==> src/rtl/bus_operand_loader.sv <==
// Captures ALU operands A/B from the shared bus under read strobes and issues a
// one-cycle op_sel once both are valid; done follows one cycle later.
module bus_operand_loader #(
  parameter int WIDTH    = 4,
  parameter int OP_W     = 2,
  parameter int KEEP_OPS = 0
) (
  input  logic             i_clk,
  input  logic             i_grst,
  input  logic             i_lrst,
  input  logic [WIDTH-1:0] i_bus,
  input  logic             i_rs1,
  input  logic             i_rs2,
  input  logic [OP_W-1:0]  i_op_req,
  input  logic             i_op_valid,
  output logic [WIDTH-1:0] o_a_out,
  output logic [WIDTH-1:0] o_b_out,
  output logic [OP_W-1:0]  o_op_sel,
  output logic             o_busy,
  output logic             o_done,
  output logic             o_err
);

  typedef enum logic [1:0] {
    S_IDLE = 2'd0,
    S_EXEC = 2'd1,
    S_DONE = 2'd2
  } state_t;

  localparam logic KEEP = (KEEP_OPS != 0);

  state_t r_state;
  logic   r_a_vld;
  logic   r_b_vld;

  logic w_rst;
  logic w_req;
  logic w_both_vld;
  logic w_done_vld;

  assign w_rst      = i_grst | i_lrst;
  assign w_req      = i_op_valid & (|i_op_req);
  assign w_both_vld = r_a_vld & r_b_vld;
  // Operand validity as it will stand once DONE retires (cleared unless chaining).
  assign w_done_vld = KEEP & w_both_vld;

  always_ff @(posedge i_clk) begin
    if (w_rst) begin
      r_state  <= S_IDLE;
      r_a_vld  <= 1'b0;
      r_b_vld  <= 1'b0;
      o_a_out  <= '0;
      o_b_out  <= '0;
      o_op_sel <= '0;
      o_busy   <= 1'b0;
      o_done   <= 1'b0;
      o_err    <= 1'b0;
    end else begin
      o_err  <= 1'b0;
      o_done <= 1'b0;
      case (r_state)
        S_IDLE: begin
          if (w_req && w_both_vld) begin
            r_state  <= S_EXEC;
            o_op_sel <= i_op_req;
            o_busy   <= 1'b1;
          end else begin
            if (w_req) o_err <= 1'b1;
            if (i_rs1) begin
              o_a_out <= i_bus;
              r_a_vld <= 1'b1;
            end
            if (i_rs2) begin
              o_b_out <= i_bus;
              r_b_vld <= 1'b1;
            end
          end
        end
        S_EXEC: begin
          r_state  <= S_DONE;
          o_op_sel <= '0;
          o_done   <= 1'b1;
        end
        S_DONE: begin
          // Strobes are ignored here, but a request presented on the edge that
          // retires DONE is judged against the post-DONE operand validity.
          r_state <= S_IDLE;
          o_busy  <= 1'b0;
          if (!KEEP) begin
            r_a_vld <= 1'b0;
            r_b_vld <= 1'b0;
          end
          if (w_req) begin
            if (w_done_vld) begin
              r_state  <= S_EXEC;
              o_op_sel <= i_op_req;
              o_busy   <= 1'b1;
            end else begin
              o_err <= 1'b1;
            end
          end
        end
        default: begin
          r_state  <= S_IDLE;
          o_op_sel <= '0;
          o_busy   <= 1'b0;
        end
      endcase
    end
  end

endmodule
==> config.mk <==
export PLATFORM = sky130hd
export DESIGN_NAME = bus_operand_loader
export DESIGN_NICKNAME = d
export VERILOG_FILES = /design/src/rtl/bus_operand_loader.sv
export SDC_FILE = /design/constraint.sdc
export NUM_CORES = 1
export LEC_CHECK = 0
export ABC_AREA = 1
export BUFFER_PORTS_ARGS = -buffer_cell sky130_fd_sc_hd__buf_4
export CORE_MARGIN = 3
export CORE_UTILIZATION = 50
export CTS_CLUSTER_DIAMETER = 200
export DETAILED_ROUTE_END_ITERATION = 8
export PLACE_DENSITY = 0.8
export SETUP_SLACK_MARGIN = 0.2
export SLEW_MARGIN = 10
export SYNTH_ARGS = -nofsm -noshare
export SYNTH_HDL_FRONTEND = slang
export SYNTH_SLANG_ARGS = --single-unit
export TNS_END_PERCENT = 30
==> constraint.sdc <==
create_clock -name i_clk -period 2.9 [get_ports i_clk]
set_input_delay 0.145 -clock i_clk [delete_from_list [all_inputs] [get_ports i_clk]]
set_output_delay 0.145 -clock i_clk [all_outputs]
set_load 0.1 [all_outputs]
==> results by group <==
Global route
  • Total congestion overflow: 0
  • Tot GR Track Use: 14.7%
  • Largest net degree at the start of global routing: 11
  • Initial antenna violation count: 0
  • First-pass GRT wire length: 2170 um
  • Vias in the first global route: 534

Placement
  • IO Port Bufs: 24
  • GP Congestion: 0.672
  • Post-place setup slack: 1.87 ns
  • Detailed Place HPWL: 1070 um

STA
  • Tmin final: 1.07 ns
  • Clock Skew: 0.00326 ns
  • Slew HR: 79.2%
  • Setup TNS: 0 ns
  • RSZ-0062 raised after global routing: false
  • Fmax: 0.934 GHz
  • PnR worst setup slack: 1.83 ns
  • Fin crit share: 36.9%
  • Final setup vio count: 0
  • Worst-margin pin slew: 0.312 ns
  • Hold violation total from the final report: 0
  • Final Max Slew Viols: 0

Critical path
  • Worst setup EP type: output port
  • WP data required: 2.76 ns
  • R2r endpoint: o_b_out[2]$_SDFFE_PP0P_
  • R2r worst-path depth: 4
  • Cell Chain, Critical Path: buf_4
  • Kind of critical path: reg -> out
  • CP peak stage delay: 0.35 ns
  • Worst Setup EP: o_b_out[1]
  • Crit path max fanout: 2
  • Crit path launch type: register
  • Arrival time at the worst endpoint: 0.93 ns
  • Reg2reg setup slack: 1.86 ns
  • Crit-path leading delay family: flip-flops
  • Number of stages on the worst setup path: 1
  • Critical Path Start: o_b_out[1]$_SDFFE_PP0P_
  • Critical R2R Launch: r_state[1]$_SDFFE_PP0P_
  • Buf/Inv on CP: 1
  • Cell at the slowest stage of the critical path: dfxtp_1

Power
  • Total power: 0.457 mW
  • Cell Int Power: 0.321 mW
  • Comb power frac: 20.1%
  • Clock Power Share: 26.7%
  • Sw Share: 29.9%
  • Sequential power share: 53.2%
  • LEAKAGE: 0.502 nW
  • Psw: 0.137 mW
  • VDD IR-drop max: 0.311 mV
  • Power per Cell Area: 481 nW/um2

Floorplanning
  • Core area: 1330 um2
  • Die H: 44.4 um
  • I/O pin total: 25
  • Site Rows: 13
  • Die footprint: 1970 um2
  • Die width: 44.4 um
  • Starting Density: 55.2%

Detailed routing
  • Detailed Route WL: 1370 um
  • DRC: 0
  • DR iter-0 viols: 6
  • DRT antenna net count: 0
  • DRT Pass-1 Iters: 4
  • Post-DR wirelength/cell: 9.83 um
  • Via density: 4.68
  • Via Count: 651

Clock network
  • Post-CTS Setup Repair Bufs: 0
  • Clk slew on worst S/H paths: 0.09 ns
  • CTS tree: done
  • Depth of the CTS H-tree: 1
  • CTS resizes: 0
  • CTS Sinks: 17
  • Root Driver: clkbuf_4
  • CTS Buffer Depth: 2
  • CTS Hold Bufs: 0
  • Skew-Pair Late Insertion Delay: 0.28 ns
  • Total clock buffers created by CTS: 3

Logic synthesis
  • Area of the mapped netlist: 736 um2
  • Yosys reg bits: 17
  • Synth Area in XOR/XNOR: 0%
  • Main combinational cell family by area after synthesis: simple AND/OR/NAND/NOR gates
  • Post-synth top flop: dfxtp_1
  • Distinct cell type count after synthesis: 17
  • Synth Area in Compound Gates: 2.72%
  • YS warnings: 0
  • Adder-cell share of the synthesized area: 0%
  • Synth Area in Simple Gates: 41.7%
  • Multiplexer share of the synthesized area: 0%
  • Syn Nets: 109
  • Mean Syn Cell Area: 7.58 um2
  • Async SR Flop Fraction: 0%
  • Register area share after synthesis: 46.3%
  • Mapped Cells: 97
  • EDFF count, synth: 0

Hold path
  • Hold path start: i_bus[1]
  • Hold crit path type: in -> reg

Flow run
  • Maxcap violations: 0

Finish
  • Area grow syn2layout: 29.1%
  • Post-layout util: 71.2%
  • Antenna Cells: 0
  • Share of post-route cells with drive strength above 1: 29.8%
  • Final #Nets: 137

Run status
  • Status: completed
[placed cells by master, fill, tap and decap left out, drive strengths merged]
cell and count:
a21oi 2, nand2 24, dfxtp 17, or2 3, inv 13, o21ai 2
clkbuf 4, clkinv 1, nand3 4, nor2 26, nor3 3, nand3b 1
buf 24
[state kept, by name, summed over array words and instances, names as in the netlist]
name,flops
o_op_sel,2
r_a_vld,1
o_busy,1
o_a_out,4
o_done,1
o_b_out,4
r_b_vld,1
r_state,2
o_err,1
[logic make-up (layout without fill, tap and decap cells)]
group,after synthesis,in the layout
flops,17,17
compound gates,4,4
buf+inv,15,42
simple gates,61,61
[power groups by stage]
stage	Clock, mW	Sequential (mW)	Combinational (mW)
2_1_floorplan	0	0.288	0.0280
3_3_place_gp	0	0.249	0.0913
3_5_place_dp	0	0.249	0.0920
4_1_cts	0.127	0.243	0.0922
5_1_grt	0.134	0.244	0.0972
6_report	0.122	0.243	0.0917
[stage by stage]
step                hold WS, ns  cells  cell area (um2)
floorplan                 0.280     97              736
global placement          0.380    135              923
detailed placement        0.384    135              923
CTS                      0.0827    139              950
global route             0.0925    139              950
finish                   0.0866    139              950
[Yosys cell counts, types with 2 or more instances]
library cell / number / area share, %
nor2_4: 2 / 3.1
inv_1: 13 / 6.6
nor3_1: 3 / 2.0
nand2_1: 22 / 11
dfxtp_1: 17 / 46
nor2_1: 21 / 11
nand3_1: 2 / 1.4
o21ai_1: 2 / 1.4
nor2_2: 3 / 2.6
nand3_4: 2 / 4.8
a21oi_1: 2 / 1.4
or2_1: 3 / 2.6
[how the worst min path moves through the flow]
stage	endpoint	slack (ns)	cells past startpoint
after floorplan	o_a_out[0]$_SDFFE_PP0P_	0.28	2
after global placement	o_b_out[1]$_SDFFE_PP0P_	0.38	3
after detailed placement	o_a_out[1]$_SDFFE_PP0P_	0.38	3
after CTS	o_a_out[1]$_SDFFE_PP0P_	0.08	3
after global routing	o_a_out[1]$_SDFFE_PP0P_	0.09	3
final	o_a_out[1]$_SDFFE_PP0P_	0.09	3
[worst min-delay path, delay by kind of cell]
| family | cells | cell delay [ns] |
|---|---|---|
| and+or+nand+nor | 2 | 0.11 |
| buffers and inverters | 1 | 0.08 |
[final cells by class]
cell class                      instances  area (um2)
Fill cell                             116         384
Inverter                               14        57.6
Sequential cell                        17         340
Multi-Input combinational cell         65         327
Timing Repair Buffer                   24         180
Clock buffer                            4        26.3
Tap cell                               15        18.8
[layer usage]
metal	vias up	part of all wire [%]	wire (um)	track usage (%)
met5	-	0	0	0
met3	2	7.0	95	3.25
met4	0	0.95	13	7.23
met1	286	45	617	19.2
met2	16	47	640	22.7
li1	347	-	-	-
(Power assumes the default switching activity.)
